$ cat src/rtl/ccg_pkg.sv
// ----------------------------------------------------------------------------
// ccg_pkg
// Shared definitions for the CCGRCG truth-table sweep controller.
//   sweep_state_e      : controller FSM encoding
//   MISR_POLY_DEFAULT  : default MISR feedback taps for a 10-bit output CUT
// ----------------------------------------------------------------------------
package ccg_pkg;

   typedef enum logic [1:0] {
      ST_IDLE,
      ST_SETTLE,
      ST_EMIT,
      ST_DONE
   } sweep_state_e;

   localparam logic [9:0] MISR_POLY_DEFAULT = 10'h204;

endpackage

$ cat src/rtl/ccg_misr.sv
// ----------------------------------------------------------------------------
// ccg_misr
// Multiple-input signature register compacting every captured CUT row.
// Ports:
//   clk    : clock, rising edge
//   rst_n  : synchronous active-low reset, clears the signature
//   clr    : clear signature to 0 (priority over en)
//   en     : fold d into the signature this cycle
//   d      : captured CUT output row
//   sig    : current signature
// ----------------------------------------------------------------------------
module ccg_misr #(
   parameter int               N_OUT = 10,
   parameter logic [N_OUT-1:0] POLY  = 10'h204
) (
   input  logic             clk,
   input  logic             rst_n,
   input  logic             clr,
   input  logic             en,
   input  logic [N_OUT-1:0] d,
   output logic [N_OUT-1:0] sig
);

   logic [N_OUT-1:0] sig_reg;
   logic [N_OUT-1:0] sig_next;
   logic             fb;

   assign fb = sig_reg[N_OUT-1];

   // Shift left by one, fold in the taps when the MSB falls out, then xor the row.
   generate
      for (genvar gi = 0; gi < N_OUT; gi++) begin : g_bit
         if (gi == 0) begin : g_lsb
            assign sig_next[gi] = (fb & POLY[gi]) ^ d[gi];
         end else begin : g_upper
            assign sig_next[gi] = sig_reg[gi-1] ^ (fb & POLY[gi]) ^ d[gi];
         end
      end
   endgenerate

   always_ff @(posedge clk) begin
      if (!rst_n) begin
         sig_reg <= '0;
      end else if (clr) begin
         sig_reg <= '0;
      end else if (en) begin
         sig_reg <= sig_next;
      end
   end

   assign sig = sig_reg;

endmodule

$ cat src/rtl/ccg_sweep_ctrl.sv
// ----------------------------------------------------------------------------
// ccg_sweep_ctrl
// Exhaustive truth-table sequencer for one combinational CUT. Walks cut_x
// through 0 .. 2^N_IN-1, waits SETTLE cycles per vector, captures cut_f and
// presents each row on a valid/ready stream.
// Optional feature macro: CCG_SWEEP_MISR_EN adds the MISR and signature port.
// Ports:
//   clk, rst_n           : clock / synchronous active-low reset
//   start, abort         : begin sweep (IDLE only) / cancel sweep (no done)
//   busy, done           : sweep in progress / one-cycle end-of-sweep pulse
//   cut_x, cut_f         : vector to CUT / CUT response
//   row_valid, row_ready : row stream handshake
//   row_idx, row_data    : vector index and captured response of the row
//   signature            : MISR result (CCG_SWEEP_MISR_EN only)
// ----------------------------------------------------------------------------
module ccg_sweep_ctrl
   import ccg_pkg::*;
#(
   parameter int N_IN   = 3,
   parameter int N_OUT  = 10,
   parameter int SETTLE = 1
`ifdef CCG_SWEEP_MISR_EN
   ,
   parameter logic [N_OUT-1:0] MISR_POLY = N_OUT'(MISR_POLY_DEFAULT)
`endif
) (
   input  logic             clk,
   input  logic             rst_n,
   input  logic             start,
   input  logic             abort,
   output logic             busy,
   output logic             done,
   output logic [N_IN-1:0]  cut_x,
   input  logic [N_OUT-1:0] cut_f,
   output logic             row_valid,
   input  logic             row_ready,
   output logic [N_IN-1:0]  row_idx,
   output logic [N_OUT-1:0] row_data
`ifdef CCG_SWEEP_MISR_EN
   ,
   output logic [N_OUT-1:0] signature
`endif
);

   localparam int CNT_W = (SETTLE < 1) ? 1 : $clog2(SETTLE + 1);
   localparam logic [CNT_W-1:0] CNT_INIT = CNT_W'(SETTLE);
   // vec carries one extra bit so the last index compares without wrapping.
   localparam logic [N_IN:0]    VEC_LAST = (N_IN + 1)'((1 << N_IN) - 1);

   sweep_state_e     state_reg;
   sweep_state_e     state_next;
   logic [N_IN:0]    vec_reg;
   logic [N_IN:0]    vec_plus;
   logic [CNT_W-1:0] cnt_reg;
   logic [N_IN-1:0]  cut_x_reg;
   logic [N_IN-1:0]  row_idx_reg;
   logic [N_OUT-1:0] row_data_reg;
   logic             abort_hit;

   assign abort_hit = abort && (state_reg != ST_IDLE);
   assign vec_plus  = vec_reg + (N_IN + 1)'(1);

   // ---------------- state register ----------------
   always_ff @(posedge clk) begin
      if (!rst_n) begin
         state_reg <= ST_IDLE;
      end else begin
         state_reg <= state_next;
      end
   end

   // ---------------- next-state logic ----------------
   always_comb begin
      state_next = state_reg;
      if (abort_hit) begin
         state_next = ST_IDLE;
      end else begin
         case (state_reg)
            ST_IDLE:   if (start) state_next = ST_SETTLE;
            ST_SETTLE: if (cnt_reg == '0) state_next = ST_EMIT;
            ST_EMIT:   if (row_ready) state_next = (vec_reg == VEC_LAST) ? ST_DONE : ST_SETTLE;
            ST_DONE:   state_next = ST_IDLE;
            default:   state_next = ST_IDLE;
         endcase
      end
   end

   // ---------------- output logic ----------------
   always_comb begin
      busy      = (state_reg != ST_IDLE);
      done      = (state_reg == ST_DONE);
      row_valid = (state_reg == ST_EMIT);
   end

   // ---------------- datapath: vector, settle counter, row capture ----------------
   always_ff @(posedge clk) begin
      if (!rst_n) begin
         vec_reg      <= '0;
         cnt_reg      <= '0;
         cut_x_reg    <= '0;
         row_idx_reg  <= '0;
         row_data_reg <= '0;
      end else if (abort_hit) begin
         cut_x_reg <= '0;
      end else begin
         case (state_reg)
            ST_IDLE: begin
               if (start) begin
                  vec_reg   <= '0;
                  cut_x_reg <= '0;
                  cnt_reg   <= CNT_INIT;
               end
            end
            ST_SETTLE: begin
               if (cnt_reg != '0) begin
                  cnt_reg <= cnt_reg - CNT_W'(1);
               end else begin
                  row_data_reg <= cut_f;
                  row_idx_reg  <= vec_reg[N_IN-1:0];
               end
            end
            ST_EMIT: begin
               if (row_ready && (vec_reg != VEC_LAST)) begin
                  vec_reg   <= vec_plus;
                  cut_x_reg <= vec_plus[N_IN-1:0];
                  cnt_reg   <= CNT_INIT;
               end
            end
            ST_DONE: begin
               cut_x_reg <= '0;
            end
            default: begin
               cut_x_reg <= '0;
            end
         endcase
      end
   end

   assign cut_x    = cut_x_reg;
   assign row_idx  = row_idx_reg;
   assign row_data = row_data_reg;

`ifdef CCG_SWEEP_MISR_EN
   logic start_acc;
   logic capture_en;

   assign start_acc  = (state_reg == ST_IDLE) && start;
   assign capture_en = (state_reg == ST_SETTLE) && (cnt_reg == '0) && !abort;

   ccg_misr #(
      .N_OUT (N_OUT),
      .POLY  (MISR_POLY)
   ) u_misr (
      .clk   (clk),
      .rst_n (rst_n),
      .clr   (start_acc),
      .en    (capture_en),
      .d     (cut_f),
      .sig   (signature)
   );
`endif

endmodule

$ cat config.mk
export PLATFORM = sky130hd
export DESIGN_NAME = ccg_sweep_ctrl
export DESIGN_NICKNAME = d
export VERILOG_FILES = /design/src/rtl/ccg_pkg.sv /design/src/rtl/ccg_misr.sv /design/src/rtl/ccg_sweep_ctrl.sv
export SDC_FILE = /design/constraint.sdc
export NUM_CORES = 1
export LEC_CHECK = 0
export ABC_AREA = 0
export BUFFER_PORTS_ARGS = -buffer_cell sky130_fd_sc_hd__buf_2
export CORE_AREA = 2 2 72 67
export DETAILED_ROUTE_END_ITERATION = 8
export DIE_AREA = 0 0 74 69
export GPL_TIMING_DRIVEN = 0
export HOLD_SLACK_MARGIN = 0.12
export PLACE_DENSITY = 0.46
export RECOVER_POWER = 25
export SLEW_MARGIN = 0
export SYNTH_ARGS = -nofsm -noshare
export SYNTH_HDL_FRONTEND = slang
export SYNTH_SLANG_ARGS = --single-unit
$ cat constraint.sdc
create_clock -name clk -period 1.5 [get_ports clk]
set_clock_uncertainty 0.15 [all_clocks]
set_input_delay 0 -clock clk [delete_from_list [all_inputs] [get_ports clk]]
set_output_delay 0 -clock clk [all_outputs]
set_load 0.05 [all_outputs]
# Word-level counts from Yosys, hierarchy flattened
# Cells that the tools add are included.
[word_totals] reg_bits=23 elab_cells=48
[op_classes] n_addsub=2 n_eq_ne=9 mux=15 bitwise_logic=3 n_reduce_logical=13
[ops] op="case mux 3 bit (3 select lines)" n=1
[ops] op="AND reduction 3 bit" n=3
[ops] op="2-to-1 mux 2 bit" n=4
[ops] op="2-to-1 mux 4 bit" n=2
[ops] op="case mux 2 bit (4 select lines)" n=1
[ops] op="case mux 4 bit (2 select lines)" n=1
[ops] op="AND reduction 4 bit" n=2
[ops] op="2-to-1 mux 3 bit" n=2
[ops] op="nonzero test 3 bit" n=2
[ops] op="adder 4 x 1 -> 4 bit, second input constant" n=1
[ops] op="equality test 2 bit, second input constant" n=2
[ops] op="equality test 4 x 3 -> 1 bit, second input constant" n=1
[ops] op="!= test 2 x 1 -> 1 bit, second input constant" n=2
[ops] op="!= test 2 bit, second input constant" n=2
[ops] op="!= test 4 x 3 -> 1 bit, second input constant" n=1
[ops] op="nonzero test 2 bit" n=2
[ops] op="2-to-1 mux 1 bit" n=3
[ops] op="NOT 1 bit" n=3
[ops] op="case mux 1 bit (3 select lines)" n=1
[ops] op="equality test 2 x 1 -> 1 bit, second input constant" n=1
[ops] op="logical AND 1 bit" n=2
[ops] op="logical NOT 2 bit" n=1
[ops] op="OR reduction 2 bit" n=1
[ops] op="subtractor 1 bit, second input constant" n=1

# Logic depth before layout (Yosys ltp)
[depth] depth_word=4 depth_mapped=6 ltp_nobuf=5

# Worst setup path after synthesis
# No wires, ideal clock.
[synth_path] path_kind="reg2reg" start="register state_reg[1]" end="register state_reg[1]" setup_time_ps=80 arrival_ps=1712 path_slack_ps=-442 path_stages_with_launch=5 n_path_buf=1 synth_period_minus_slack_ps=1942 cell_sequence="dfxtp_1 -> clkbuf_1 -> nor2b_1 -> a21oi_1 -> nor3b_1"
[synth_between] elab_chain_len=3
[synth_rtl] element="from (decl)" line="ccg_sweep_ctrl.sv:50" source="sweep_state_e state_reg;"
[synth_rtl] element="from (signal assigned)" line="ccg_sweep_ctrl.sv:68" source="state_reg <= state_next;"
[synth_rtl] element="equality test 2 bit (*)"
[synth_rtl] element="net row_valid" line="ccg_sweep_ctrl.sv:35" source="output logic row_valid,"
[synth_rtl] element="!= test 2 x 1 -> 1 bit (no line)"
[synth_rtl] element="AND reduction 3 bit (no line)"
# The timed path passes the listed nets; every way through them passes the cells marked *.
# A chain may end at the register's enable or synchronous reset.

# Worst setup path in the final report
[layout_path] start="register vec_reg[1]" end="register vec_reg[3]"
[layout_between] elab_chain_len=4
[layout_rtl] element="from (decl)" line="ccg_sweep_ctrl.sv:52" source="logic [N_IN:0] vec_reg;"
[layout_rtl] element="from (signal assigned)" line="ccg_sweep_ctrl.sv:124" source="vec_reg <= vec_plus;"
[layout_rtl] element="parallel branches: the longest is 4 deep, another holds adder 4 x 1 -> 4 bit"
# Several ways; the timed one is not identified. The select of a mux whose other input is x is not followed.

==> key figures <==
Timing
  – Post-Route Setup TNS: -0.0465 ns
  – Max-slew violations: 0
  – Final setup fails: 2
  – F_max: 654 MHz
  – Crit path time final: 1.53 ns
  – Setup ws final: -0.0284 ns
  – Max_slew headroom: 59.6%
  – Crit share post-route: 102%
  – RSZ-0062 raised after global routing: true
  – Final hold violations: 0
  – Slew of the pin with the lowest slew margin: 0.608 ns

Logic synthesis
  – Synth Area in Compound Gates: 19.2%
  – Synth cell types: 32
  – Post-Syn Nets: 142
  – Post-Synthesis Cell Area: 1060 um2
  – Yosys reg bits: 23
  – Post-Synth Adder-Cell Area: 1.18%
  – YS warnings: 0
  – Post-synthesis simple-gate area fraction: 31.6%
  – Xor and xnor area share after synthesis: 0.826%
  – Mapped Cells: 126
  – Number of flops mapped to enable cells by yosys: 0
  – Fraction of registers with async set/reset: 0%
  – Sequential-to-total area share from yosys stat: 43.4%
  – Largest family of logic cells by synthesized area: simple AND/OR/NAND/NOR gates
  – Syn Area/Cell: 8.41 um2
  – Post-synth top flop: dfxtp_1
  – Multiplexer share of the synthesized area: 0%

Global routing
  – Vias in the first global route: 1010
  – GRT overflow: 0
  – First-pass GRT wire length: 4810 um
  – Total track usage: 12.0%
  – Initial antenna violation count: 0
  – Largest net degree at the start of global routing: 14

Worst setup path
  – CP arrival: 1.58 ns
  – CP top delay family: simple AND/OR/NAND/NOR gates
  – Reg2Reg Depth: 5
  – Critical path's slowest cell: dfxtp_4
  – R2R Setup Slk: -0.03 ns
  – Buffer and inverter count on the worst path: 0
  – Worst Path Max Fanout: 4
  – Worst reg2reg path endpoint: vec_reg[3]
  – Max stage delay on crit path: 0.37 ns
  – RR Startpoint: vec_reg[1]
  – CP cell instances: ha_4 -> nand3b_1 -> nand4_4 -> or3_1 -> o211ai_2
  – CP required: 1.56 ns
  – Type of the worst setup path: reg2reg
  – Crit start category: flip-flop
  – Crit path capture type: flip-flop

Drt
  – Total number of vias: 1105
  – DRT Wirelength: 3020 um
  – DR pass1 iterations: 4
  – Residual DRC: 0
  – Vias/cell: 4.44
  – Wire per inst: 12.1 um
  – Iter 0 DRT Violations: 48
  – Antenna-violating nets left: 0

Die
  – Row count: 23
  – Die area: 5110 um2
  – I/O Pins: 34
  – Effective utilization at floorplan: 24.4%
  – Area of the core: 4350 um2
  – Die Wd: 74 um
  – Die Ht: 69 um

Run status
  – Outcome: finished, violations left
  – Violated checks: setup timing

Run
  – MaxCap Viol Count: 0

Final layout
  – P&R area growth vs syn: 59.3%
  – Layout cells sized above 1: 31.6%
  – Max reg flops: 10
  – Multi-input gate area: 643 um2
  – Util after Layout: 38.8%
  – Final net count: 204
  – Register area: 474 um2
  – # diodes: 0
  – Fill cells: 452

Hold path
  – Hold endpoint: vec_reg[3]
  – Hold Crit Start: rst_n
  – Hold crit path type: in2reg
  – Worst Hold Depth: 4

Clock tree
  – Root Buffer Master: clkbuf_8
  – Worst-skew pair later-pin latency: 0.27 ns
  – Clock Path Buffers: 2
  – Sink Count: 23
  – H-tree level count: 1
  – Inserted Clock Buffers: 3
  – Clock-pin slew on the worst setup and hold paths: 0.09 ns
  – CTS tree: built

Power and ir drop
  – Worst VDD drop: 508 uV
  – Lkg Pwr: 0.645 nW
  – Pwr dens: 753 nW/um2
  – Design Power: 1.27 mW

Placed design
  – RePlAce Congestion: 0.796
  – DP HPWL: 1870 um
  – Port Buffers: 33
==> timing repair <==
action / 4_1_cts / 5_1_grt
gates resized for setup: 15 / 22
pin swaps: 1 / 4
setup endpoints to repair: 22 / 19
hold buffers: 17 / 1
buffers inserted: 5 / 3
hold endpoints to repair: 20 / 4
==> cells in the mapped netlist, drive strengths merged, types with 2 or more instances <==
master  count  area [um2]
nand2b      2        12.5
nand3       3        15.0
o211ai      3        27.5
clkbuf      5        18.8
nor3b       3        33.8
nand3b      2        15.0
and2        4        25.0
a21oi       3        15.0
a211oi      2        15.0
nand4       5        37.5
nor2b       3        18.8
o22ai       2        12.5
dfxtp      23         460
nand2      35         131
o21ai       4        20.0
buf         2        16.3
a21boi     13        97.6
or3         2        12.5
==> per-stage QoR <==
step                setup slack, ns  cells  hold slack, ns  instance area, um2
floorplan                   0.00704    126         -0.0739                1070
global placement             -0.143    221           0.106                1310
detailed placement           -0.175    221           0.108                1310
CTS                         0.00835    247        -0.00427                1610
global route                -0.0717    249           0.135                1690
finish                      -0.0284    249           0.110                1690
==> cell usage in the layout, fill, tap and decap left out, types with 2 or more instances in the layout <==
cell           count
dfxtp_4            3
buf_4             10
o21ai_0            4
dfxtp_2            2
clkbuf_1          11
dlygate4sd3_1     18
nand3b_1           2
a21oi_1            3
nand3_1            3
and2_1             3
nor2b_1            2
o211ai_1           2
dfxtp_1           18
nand4_1            4
buf_2             21
clkbuf_8           3
a21boi_0          13
nand2_1           34
buf_6              3
==> worst reg2reg max path, cell delays in order, from the launching register on <==
cell and delay [ns]:
dfxtp_4 0.37, ha_4 0.17, nand3b_1 0.23, nand4_4 0.13
or3_1 0.35, o211ai_2 0.07
==> worst max-delay path by stage <==
stage,endpoint,start,slack (ns),cells past startpoint
2_1_floorplan,state_reg[1],state_reg[1],0.007,4
3_3_place_gp,vec_reg[3],state_reg[0],-0.14,5
3_5_place_dp,row_idx[0],state_reg[0],-0.17,6
4_1_cts,row_data[5],cnt_reg,0.008,5
5_1_grt,vec_reg[3],vec_reg[1],-0.07,5
6_report,vec_reg[3],vec_reg[1],-0.03,5
==> cells by family after synthesis <==
kind of cell / count (synthesis)
buffers and inverters: 8
adder cells (fa/ha/maj): 1
AND/OR/NAND/NOR: 64
flip-flops: 23
XOR/XNOR: 1
AO/OA/AOI/OAI: 29
==> per-layer routing <==
layer | track usage, % | wire length (um) | share of wire [%]
met1 | 14.8 | 1380 | 46
met3 | 3.51 | 174 | 5.8
met2 | 20.0 | 1440 | 48
met5 | 0 | 0 | 0
met4 | 3.03 | 24 | 0.79
==> report_power, final <==
| part | switching [mW] | internal [mW] | total [mW] | leakage, nW |
|---|---|---|---|---|
| clock | 0.207 | 0.186 | 0.393 | 0.0255 |
| combinational | 0.132 | 0.109 | 0.241 | 0.430 |
| sequential | 0.0153 | 0.621 | 0.636 | 0.189 |
| total | 0.355 | 0.916 | 1.27 | 0.645 |
==> final cells by class <==
cell class              instances  share of cell area (%)
clock inverters                 1                   0.297
inverters                       1                   0.222
repair buffers                 59                    24.5
plain buffers                   5                    1.78
well taps                      62                    4.60
clock buffers                   3                    2.45
flip-flops and latches         23                    28.1
multi-input cells              95                    38.1
Note: power is estimated with default switching activity, not from simulation.
